## src/rtl/vx_onehot_iterator_pkg.sv

```systemverilog
// Shared definitions for the set-bit iterator: occupancy states and index-width helper.
package vx_onehot_iterator_pkg;

  typedef enum logic {
    IDLE = 1'b0,
    BUSY = 1'b1
  } iter_state_e;

  // Index width for an n-entry mask; a single entry still needs one bit.
  function automatic int log2up(input int n);
    return (n > 1) ? $clog2(n) : 1;
  endfunction

endpackage

```

## src/rtl/vx_find_first.sv

```systemverilog
// Combinational first-set-bit selector: lowest (REVERSE=0) or highest (REVERSE=1) set bit.
module vx_find_first
  import vx_onehot_iterator_pkg::*;
#(
  parameter int N       = 16,
  parameter bit REVERSE = 1'b0,
  parameter int LN      = log2up(N)
) (
  input  logic [N-1:0]  data_in,
  output logic [N-1:0]  onehot_out,
  output logic [LN-1:0] index_out,
  output logic          valid_out
);

  logic [N-1:0] ord_in;
  logic [N-1:0] ord_oh;

  // Highest-first is lowest-first on the bit-reversed mask.
  always_comb begin
    ord_in = '0;
    for (int unsigned i = 0; i < N; i++) begin
      ord_in[i] = REVERSE ? data_in[N-1-i] : data_in[i];
    end
  end

  assign ord_oh = ord_in & (~ord_in + N'(1));

  always_comb begin
    onehot_out = '0;
    for (int unsigned i = 0; i < N; i++) begin
      onehot_out[i] = REVERSE ? ord_oh[N-1-i] : ord_oh[i];
    end
  end

  always_comb begin
    index_out = '0;
    for (int unsigned i = 0; i < N; i++) begin
      if (onehot_out[i]) begin
        index_out = index_out | LN'(i);
      end
    end
  end

  assign valid_out = |data_in;

endmodule

```

## src/rtl/vx_onehot_iterator.sv

```systemverilog
// Streaming set-bit iterator: serialises an accepted N-bit mask into one beat per set bit.
module vx_onehot_iterator
  import vx_onehot_iterator_pkg::*;
#(
  parameter int N       = 16,
  parameter bit REVERSE = 1'b0,
  parameter int LN      = log2up(N)
) (
  input  logic          clk,
  input  logic          reset,
  input  logic          valid_in,
  input  logic [N-1:0]  data_in,
  output logic          ready_in,
  output logic          valid_out,
  output logic [LN-1:0] index_out,
  output logic [N-1:0]  onehot_out,
  output logic          last_out,
  input  logic          ready_out
);

  logic [N-1:0]  pending;
  logic [N-1:0]  pending_next;
  logic [N-1:0]  remaining;
  logic [N-1:0]  sel_oh;
  logic [LN-1:0] sel_idx;
  logic          sel_valid;
  iter_state_e   state;

  vx_find_first #(
    .N       (N),
    .REVERSE (REVERSE),
    .LN      (LN)
  ) u_find_first (
    .data_in    (pending),
    .onehot_out (sel_oh),
    .index_out  (sel_idx),
    .valid_out  (sel_valid)
  );

  assign state     = (pending != '0) ? BUSY : IDLE;
  assign remaining = pending & ~sel_oh;

  assign valid_out  = sel_valid;
  assign onehot_out = sel_oh;
  assign index_out  = sel_idx;
  assign last_out   = sel_valid & (remaining == '0);

  // Accept overlaps consumption of the final beat so masks stream without a bubble.
  assign ready_in = (state == IDLE) | (valid_out & last_out & ready_out);

  always_comb begin
    pending_next = pending;
    if (valid_out && ready_out) begin
      pending_next = remaining;
    end
    if (valid_in && ready_in) begin
      pending_next = data_in;
    end
  end

  always_ff @(posedge clk or posedge reset) begin
    if (reset) begin
      pending <= '0;
    end else begin
      pending <= pending_next;
    end
  end

endmodule

```

## config.mk

```make
export PLATFORM = sky130hd
export DESIGN_NAME = vx_onehot_iterator
export DESIGN_NICKNAME = d
export VERILOG_FILES = /design/src/rtl/vx_onehot_iterator_pkg.sv /design/src/rtl/vx_find_first.sv /design/src/rtl/vx_onehot_iterator.sv
export SDC_FILE = /design/constraint.sdc
export NUM_CORES = 1
export LEC_CHECK = 0
export ABC_CLOCK_PERIOD_IN_PS = 2100
export BUFFER_PORTS_ARGS = -buffer_cell sky130_fd_sc_hd__buf_2
export CORE_MARGIN = 5
export CORE_UTILIZATION = 46
export CTS_CLUSTER_DIAMETER = 150
export CTS_CLUSTER_SIZE = 25
export DETAILED_ROUTE_END_ITERATION = 8
export MAX_ROUTING_LAYER = met4
export PLACE_DENSITY = 0.75
export SLEW_MARGIN = 30
export SYNTH_ARGS = -nofsm -noshare
export SYNTH_HDL_FRONTEND = slang
export SYNTH_SLANG_ARGS = --single-unit
```

## constraint.sdc

```tcl
create_clock -name clk -period 2.1 [get_ports clk]
set_input_delay 0.42 -clock clk [delete_from_list [all_inputs] [get_ports clk]]
set_output_delay 0.42 -clock clk [all_outputs]
set_load 0.005 [all_outputs]
```

==> results of run 1 <==
layout make-up:
cell class                      instances  area share (%)
Clock buffer                            3           0.897
Sequential cell                        16            16.4
Timing Repair Buffer                  113            33.1
Inverter                                5           0.797
Tap cell                               33            1.64
Multi-Input combinational cell        137            47.1
placed cells by master (no fill, tap or decap), types with 6 or more instances in the layout:
| master | Yosys | layout |
|---|---|---|
| o21ai_0 | 14 | 11 |
| a21o_1 | 7 | 7 |
| nor2_1 | 18 | 12 |
| buf_2 | 0 | 35 |
| dfrtp_2 | 0 | 9 |
| nand2_1 | 20 | 17 |
| a22o_1 | 6 | 6 |
| dfrtp_1 | 16 | 7 |
| buf_4 | 5 | 59 |
| buf_6 | 2 | 19 |
kinds of logic (layout without fill, tap and decap cells):
| family | count (synthesis) | count (layout) | synth area share (%) |
|---|---|---|---|
| multiplexers | 3 | 3 | 2.11 |
| flip-flops | 16 | 16 | 28.1 |
| buffers and inverters | 17 | 121 | 8.00 |
| AO/OA/AOI/OAI | 48 | 48 | 25.6 |
| AND/OR/NAND/NOR | 86 | 86 | 36.1 |
how the worst max path moves through the flow:
stage	endpoint	depth (start not counted)	start	slack, ns
final	ready_in	6	pending[1]$_DFFE_PP0P_	-0.66
after global routing	ready_in	8	pending[5]$_DFFE_PP0P_	-0.75
after CTS	ready_in	7	pending[1]$_DFFE_PP0P_	-0.46
after detailed placement	ready_in	7	pending[5]$_DFFE_PP0P_	-0.32
after global placement	pending[2]$_DFFE_PP0P_	8	pending[5]$_DFFE_PP0P_	-0.28
after floorplan	ready_in	6	pending[2]$_DFFE_PP0P_	-0.02
what timing repair did:
action / CTS / global route
cloned: 0 / 0
pin swaps: 28 / 16
setup endpoints to repair: 34 / 34
resized for setup: 38 / 43
setup buffers: 11 / 15
stage by stage:
stage / worst slack (ns) / cell area, um2 / TNS [ns]
after floorplan: -0.0224 / 1440 / -0.0224
after global placement: -0.279 / 1960 / -3.17
after detailed placement: -0.316 / 1960 / -4.12
after CTS: -0.465 / 2210 / -6.78
after global routing: -0.745 / 2510 / -12.49
final: -0.657 / 2510 / -9.93
per-layer routing:
metal | vias up | global-route usage, % | part of all wire [%]
li1 | 847 | - | -
met1 | 977 | 34.8 | 39
met2 | 157 | 43.5 | 48
met3 | 34 | 2.74 | 9.7
met4 | 0 | 7.77 | 3.7
met5 | - | - | 0
==> metrics.yaml, run 1 <==
run_status: "complete, but fails checks"
violations: "setup timing"
route.vias.total: 2015
post-route-min-period_ns: 2.76
setup.reg_to_reg.worst_slack_ns: -0.41
reg2reg_to: "pending[7]$_DFFE_PP0P_"
largest_register: "pending"
final.setup.worst_slack_ns: -0.657
arrival_ns: 2.34
area_of_the_mapped_netlist_mm2: 0.00142
hold_violations: 0
timing.critical_path.required_ns: 1.68
final-instance-count-excl-fill: 307
timing.critical_path.from_type: "register"
yosys_warnings: 0
first_global_vias: 1730
rsz0062_at_grt: "yes"
root_buffer: "clkbuf_4"
die_x_um: 65.6
cts.htree.levels: 1
clock_tree_from_tritoncts: "yes"
hold_path.class: "primary input to async pin"
setup_viol_count_final: 32
setup.worst_path.class: "register to output port"
tightestPinTransition_ns: 0.634
synth.distinct_cells: 50
worst_path_max_delay_cell: "dfrtp_2"
worst-path-max-fanout: 5
path_clk_slew_ns: 0.10
routed_wl_mm: 6.60
synth-edff-count: 0
antenna_cells_inserted: 0
avgViaCountPerCell: 6.56
ioPinCount: 43
clk_latency_ns: 0.30
final_core_utilization_pct: 83.6
grt_max_degree: 17
dp.final_hpwl_mm: 3.52
timing.critical_path.slowest_cell_delay_ns: 0.47
synth_sequential_area_ratio_pct: 28.1
post-synth-top-area-cell: "dfrtp_1"
syn-mean-instance-area_um2: 8.37
portBuffers: 42
final_min_period_over_clock_period_pct: 131
timing.critical_path.buf_inv: 1
postSynth.topFlopCell: "dfrtp_1"
synthCells: 170
maxcap_violations: 0
place_inst: 281
worstReg2RegStart: "pending[1]$_DFFE_PP0P_"
detail_route.drc_violations: 0
critical-path-top-delay-family: "simple AND/OR/NAND/NOR gates"
post-synth-top-area-fraction_pct: 28.1
ys_top_cells_by_count: "nand2_1, nor2_1, dfrtp_1, o21ai_0"
slew_headroom_pct: 57.7
place.gp.congestion: 0.932
timing.critical_path.to_type: "output port"
regArea_um2: 412
antenna_found_initial: 0
layout.nets: 296
cts_buffers: 3
average_wire_per_standard_cell_um: 21.5
global_route.overflow_total: 0
yosys_register_bits: 16
drv_slew: 0
largest_regs: "pending (16)"
timing.reg2reg.worst_path_depth: 7
clock_path_buffers: 2
synth.most_common_cell: "nand2_1"
initialDrtViolationCount: 216
first_pass_grt_wire_length_mm: 8.58
synth_top_cells_by_area: "dfrtp_1, nand2_1, o21ai_0"
final.setup_skew_ns: 0.0191
drt-pass1-iter-count: 5
drive_above_1_share_pct: 63.5
dieArea_mm2: 0.00430
num-fill-cells: 167
die_height_um: 65.6
start_util_pct: 47.4
largest_register_ff_count: 16
detail-route-antenna-nets: 0
area_growth_from_synthesis_to_layout_pct: 76.5
cts.sinks: 16
critical_path.cell_chain: "nor4_4 -> nand3b_1 -> a32oi_2 -> nand4_1 -> o21ai_1 -> buf_2"
achievable-frequency_ghz: 0.363
hold_fix_buffers_cts: 0
asyncSetResetFlopFracSynth_pct: 100
grtUsageTotal_pct: 26.6
hold_ws_ns: 0.186
std_cell_rows: 20
multi_input_comb_area_mm2: 0.00118
syn_nets: 190
fp.coreArea_mm2: 0.00300
Power of run 1 is not shown: default switching activity piles up to over one toggle a cycle in this logic, so the estimate is an artifact.
==> run 2: changes to the inputs <==
--- a/config.mk
+++ b/config.mk
@@ -8,7 +8,7 @@
 export ABC_CLOCK_PERIOD_IN_PS = 2100
 export BUFFER_PORTS_ARGS = -buffer_cell sky130_fd_sc_hd__buf_2
 export CORE_MARGIN = 5
-export CORE_UTILIZATION = 46
+export CORE_UTILIZATION = 45
 export CTS_CLUSTER_DIAMETER = 150
 export CTS_CLUSTER_SIZE = 25
 export DETAILED_ROUTE_END_ITERATION = 8
@@ -17,4 +17,5 @@
 export SLEW_MARGIN = 30
 export SYNTH_ARGS = -nofsm -noshare
 export SYNTH_HDL_FRONTEND = slang
+export SYNTH_HIERARCHICAL = 1
 export SYNTH_SLANG_ARGS = --single-unit
==> metrics.yaml, run 2 <==
path_clk_slew_ns: 0.11
setup-tns-final_ns: -19.23
ioPinCount: 43
clock_path_buffers: 2
cts.htree.levels: 1
arrival_ns: 2.78
detail_route.drc_violations: 0
route.vias.total: 1663
hold_violations: 0
largest_regs: "pending (16)"
clk_latency_ns: 0.29
first_pass_grt_wire_length_mm: 7.40
worstReg2RegStart: "pending[3]$_DFFE_PP0P_"
first_global_vias: 1605
place.gp.congestion: 1.07
detail-route-antenna-nets: 0
power_mw: 3.62
die_x_um: 63.3
synth_top_cells_by_area: "dfrtp_1, nand2_1, inv_1"
final.setup.worst_slack_ns: -1.10
final_core_utilization_pct: 84.0
post-synth-top-area-fraction_pct: 31.3
timing.critical_path.to_type: "output port"
largest_register: "pending"
initialDrtViolationCount: 136
setup.worst_path.class: "register to output port"
synth.most_common_cell: "nand2_1"
multi_input_comb_area_um2: 915
portBuffers: 42
post-route-min-period_ns: 3.20
reg2reg_to: "pending[6]$_DFFE_PP0P_"
grtUsageTotal_pct: 23.1
synth_sequential_area_ratio_pct: 31.3
synthCells: 169
cts.sinks: 16
post-synth-top-area-cell: "dfrtp_1"
timing.critical_path.from_type: "register"
slew_headroom_pct: 54.4
timing.reg2reg.worst_path_depth: 11
dieArea_mm2: 0.00401
drt-pass1-iter-count: 5
postSynth.topFlopCell: "dfrtp_1"
std_cell_rows: 19
cts_buffers: 3
hold_fix_buffers_cts: 0
syn-mean-instance-area_um2: 7.57
hold_ws_ns: 0.207
irDropWorstVdd_uv: 1330
violations: "setup timing"
routed_wl_mm: 5.11
avgViaCountPerCell: 5.56
clock_tree_from_tritoncts: "yes"
syn_nets: 189
yosys_warnings: 6
synth.distinct_cells: 39
regArea_um2: 404
achievable-frequency_ghz: 0.313
fp.coreArea_mm2: 0.00273
synth-edff-count: 0
yosys_register_bits: 16
design_area_mm2: 0.00230
timing.critical_path.required_ns: 1.68
drive_above_1_share_pct: 56.0
rsz0062_at_grt: "yes"
ys_top_cells_by_count: "nand2_1, inv_1, dfrtp_1, nor2_1, o21ai_2"
global_route.overflow_total: 0
worst-path-max-fanout: 4
setup.reg_to_reg.worst_slack_ns: -0.89
start_util_pct: 46.8
grt_max_degree: 17
hold_path.class: "primary input to async pin"
average_wire_per_standard_cell_um: 17.1
final.setup_skew_ns: 0.00640
final_min_period_over_clock_period_pct: 152
drv_slew: 0
most-common-layout-cells: "buf_4, nand2_1, buf_2, inv_1, buf_6"
layout.nets: 289
power.static_leakage_nw: 1.14
crit_path_end: "ready_in"
num-fill-cells: 149
area_of_the_mapped_netlist_mm2: 0.00128
antenna_cells_inserted: 0
run_status: "complete, but fails checks"
timing.critical_path.from: "pending[3]$_DFFE_PP0P_"
tightestPinTransition_ns: 0.683
root_buffer: "clkbuf_4"
pwr_density_cell_mw_per_mm2: 1580
antenna_found_initial: 0
largest_register_ff_count: 16
die_height_um: 63.3
dpl_cell_area_mm2: 0.00190
most_frequent_standard_cell_in_the_layout_excluding_fill_and_tap_cells: "buf_4"
dp.final_hpwl_mm: 3.34
area_growth_from_synthesis_to_layout_pct: 79.5
maxcap_violations: 0
asyncSetResetFlopFracSynth_pct: 100
setup_viol_count_final: 34
==> run 2: logic make-up after synthesis <==
| group | after synthesis | share of synthesized area (%) |
|---|---|---|
| flip-flops | 16 | 31.3 |
| buffers and inverters | 33 | 10.6 |
| AO/OA/AOI/OAI | 35 | 22.2 |
| AND/OR/NAND/NOR | 85 | 36.0 |
==> run 2: worst min path at each step <==
stage | startpoint | to | slack (ns) | cells after the start
floorplan | reset | pending[10]$_DFFE_PP0P_ | 0.33 | 1
finish | reset | pending[15]$_DFFE_PP0P_ | 0.21 | 2
detailed placement | reset | pending[7]$_DFFE_PP0P_ | 0.54 | 2
global route | reset | pending[14]$_DFFE_PP0P_ | 0.27 | 2
CTS | reset | pending[8]$_DFFE_PP0P_ | 0.22 | 2
global placement | reset | pending[6]$_DFFE_PP0P_ | 0.52 | 2
==> run 2: area by class of cell <==
cell class              count  share of cell area, %
inverters                  29                   4.74
flip-flops and latches     16                   17.6
multi-input cells         120                   39.8
repair buffers             99                   34.6
well taps                  31                   1.69
clock buffers               4                   1.58
==> run 2: layer usage <==
metal  up-vias  GRT usage (%)  wire length (um)
li1        768              -                 -
met1       777           31.2              2000
met2        99           35.3              2420
met3        19           3.91               487
met4         0           7.27               195
met5         -              -                 0
==> run 2: repair_timing <==
| action | 4_1_cts | 5_1_grt |
|---|---|---|
| resized for setup | 37 | 25 |
| setup buffers | 5 | 9 |
| endpoints found under the hold margin | 0 | 0 |
| setup endpoints to repair | 31 | 34 |
| cloned | 0 | 0 |
| pin swaps | 14 | 5 |
==> run 2: where the power goes <==
part / switching, mW / internal (mW) / leakage [nW]
clock network: 0.112 / 0.106 / 0.0210
logic: 1.37 / 1.49 / 0.912
registers: 0.113 / 0.434 / 0.204
total: 1.60 / 2.03 / 1.14
==> run 2: per-stage QoR <==
stage / cells / worst slack [ns]
after floorplan: 169 / -0.461
after global placement: 284 / -0.546
after detailed placement: 284 / -0.581
after CTS: 292 / -0.861
after global routing: 299 / -1.14
final: 299 / -1.10
==> run 2: worst max-delay path, cell delays in order (launching register included) <==
cell and delay (ns):
dfrtp_2 0.45, nor4_4 0.35, nand2_2 0.17, nor2_1 0.17, nor3b_2 0.24, inv_1 0.09
a222oi_1 0.43, o2111ai_2 0.21, nor2_2 0.17, a21o_1 0.12, buf_2 0.10
Power figures use the tool's default switching activity.
==> run 3: changes to the inputs <==
--- a/config.mk
+++ b/config.mk
@@ -8,12 +8,13 @@
 export ABC_CLOCK_PERIOD_IN_PS = 2100
 export BUFFER_PORTS_ARGS = -buffer_cell sky130_fd_sc_hd__buf_2
 export CORE_MARGIN = 5
-export CORE_UTILIZATION = 45
+export CORE_UTILIZATION = 47
+export CTS_BUF_LIST = sky130_fd_sc_hd__clkbuf_8
 export CTS_CLUSTER_DIAMETER = 150
-export CTS_CLUSTER_SIZE = 25
+export CTS_CLUSTER_SIZE = 12
 export DETAILED_ROUTE_END_ITERATION = 8
 export MAX_ROUTING_LAYER = met4
-export PLACE_DENSITY = 0.75
+export PLACE_DENSITY = 0.78
 export SLEW_MARGIN = 30
 export SYNTH_ARGS = -nofsm -noshare
 export SYNTH_HDL_FRONTEND = slang
==> metrics.yaml, run 3 (synthesis gave the netlist of run 2 again) <==
critical_path.cell_chain: "nor4_4 -> nand2_2 -> nor2_4 -> nor3b_4 -> inv_1 -> a222oi_1 -> o2111ai_2 -> nor2_2 -> a21o_1 -> buf_2"
worst-path-max-fanout: 4
num-fill-cells: 123
arrival_ns: 2.63
initialDrtViolationCount: 190
avgViaCountPerCell: 5.89
detail-route-antenna-nets: 0
final-instance-count-excl-fill: 302
portBuffers: 42
irDropWorstVdd_uv: 1220
timing.critical_path.required_ns: 1.68
drive_above_1_share_pct: 59.0
largest_register_ff_count: 16
fp.coreArea_mm2: 0.00269
place_inst: 285
clk_latency_ns: 0.26
largest_regs: "pending (16)"
final_min_period_over_clock_period_pct: 145
design_area_mm2: 0.00239
dieArea_mm2: 0.00387
worst_path_max_delay_cell: "dfrtp_2"
dpl_cell_area_mm2: 0.00191
reg2reg_to: "pending[3]$_DFFE_PP0P_"
final_core_utilization_pct: 88.9
routed_wl_mm: 6.17
place.gp.congestion: 1.05
drt-pass1-iter-count: 5
violations: "setup timing"
post-route-min-period_ns: 3.05
first_pass_grt_wire_length_mm: 8.76
worstReg2RegStart: "pending[3]$_DFFE_PP0P_"
power.static_leakage_nw: 1.18
setup.reg_to_reg.worst_slack_ns: -0.90
cts.htree.levels: 1
final.setup_skew_ns: 0.00138
most_frequent_standard_cell_in_the_layout_excluding_fill_and_tap_cells: "buf_4"
global_route.overflow_total: 0
average_wire_per_standard_cell_um: 20.4
antenna_cells_inserted: 0
layout.nets: 292
largest_register: "pending"
timing.critical_path.slowest_cell_delay_ns: 0.44
start_util_pct: 47.6
rsz0062_at_grt: "yes"
slew_headroom_pct: 55.6
area_growth_from_synthesis_to_layout_pct: 86.6
hold_fix_buffers_cts: 0
root_buffer: "clkbuf_8"
hold_violations: 0
tightestPinTransition_ns: 0.665
detail_route.drc_violations: 0
ioPinCount: 43
timing.critical_path.to_type: "output port"
grt_max_degree: 17
std_cell_rows: 19
drv_slew: 0
antenna_found_initial: 0
grtUsageTotal_pct: 29.4
dp.final_hpwl_mm: 3.22
setup.worst_path.class: "register to output port"
run_status: "complete, but fails checks"
setup_viol_count_final: 32
achievable-frequency_ghz: 0.328
final.setup.worst_slack_ns: -0.952
cts_buffers: 3
cts.sinks: 16
pwr_density_cell_mw_per_mm2: 1600
most-common-layout-cells: "buf_4, nand2_1, buf_2, buf_6, inv_1"
clock_path_buffers: 2
route.vias.total: 1779
clock_tree_from_tritoncts: "yes"
timing.critical_path.from_type: "register"
die_x_um: 62.2
maxcap_violations: 0
timing.reg2reg.worst_path_depth: 11
hold_path.class: "primary input to async pin"
path_clk_slew_ns: 0.07
power_mw: 3.83
first_global_vias: 1670
die_height_um: 62.2
-- run 3: cell types whose count changed in the layout (fill, tap and decap cells not counted), sizes merged --
cell    before  now
buf         99  101
clkbuf       4    5
-- run 3: repair_timing --
action | CTS | global route
setup buffers | 9 | 5
gates cloned | 1 | 0
pin swaps | 13 | 8
hold endpoints to repair | 0 | 0
gates resized for setup | 52 | 22
endpoints found under the setup margin | 30 | 36
-- run 3: per-layer routing --
metal | routed length [um] | vias to the layer above | track usage [%]
met3 | 579 | 39 | 5.59
li1 | - | 772 | -
met1 | 2310 | 839 | 36.6
met5 | 0 | - | -
met2 | 2910 | 129 | 46.8
met4 | 369 | 0 | 11.7
-- run 3: metrics by stage --
stage	setup WS (ns)	setup TNS [ns]	hold WS, ns
after floorplan	-0.461	-6.63	0.334
after global placement	-0.556	-8.16	0.526
after detailed placement	-0.597	-8.90	0.526
after CTS	-0.834	-11.57	0.257
after global routing	-1.10	-21.17	0.302
final	-0.952	-18.35	0.247
-- run 3: cell type report --
class	count	area, um2	area share [%]
Clock buffer	4	55.1	2.30
Inverter	29	109	4.56
Multi-Input combinational cell	120	955	40.0
Sequential cell	16	404	16.9
Tap cell	31	38.8	1.62
Timing Repair Buffer	102	827	34.6
-- run 3: worst max-delay path, delay by kind of cell (launching register included) --
| family | cells | cell delay (ns) |
|---|---|---|
| AO/OA/AOI/OAI | 3 | 0.74 |
| AND/OR/NAND/NOR | 5 | 1.01 |
| buffers and inverters | 2 | 0.19 |
| flip-flops | 1 | 0.44 |
-- run 3: how the worst max path moves through the flow --
stage          cells past startpoint  slack, ns       end              startpoint
2_1_floorplan                      9      -0.46  ready_in  pending[0]$_DFFE_PP0P_
3_5_place_dp                      10      -0.60  ready_in  pending[3]$_DFFE_PP0P_
5_1_grt                           10      -1.10  ready_in  pending[3]$_DFFE_PP0P_
6_report                          10      -0.95  ready_in  pending[3]$_DFFE_PP0P_
3_3_place_gp                      10      -0.56  ready_in  pending[3]$_DFFE_PP0P_
4_1_cts                           10      -0.83  ready_in  pending[1]$_DFFE_PP0P_
-- run 3: where the power goes --
| part | total, mW | leakage, nW | switching, mW | internal (mW) |
|---|---|---|---|---|
| clock | 0.288 | 0.0288 | 0.121 | 0.167 |
| combinational | 2.98 | 0.942 | 1.51 | 1.47 |
| sequential | 0.558 | 0.204 | 0.123 | 0.435 |
| total | 3.83 | 1.18 | 1.75 | 2.08 |
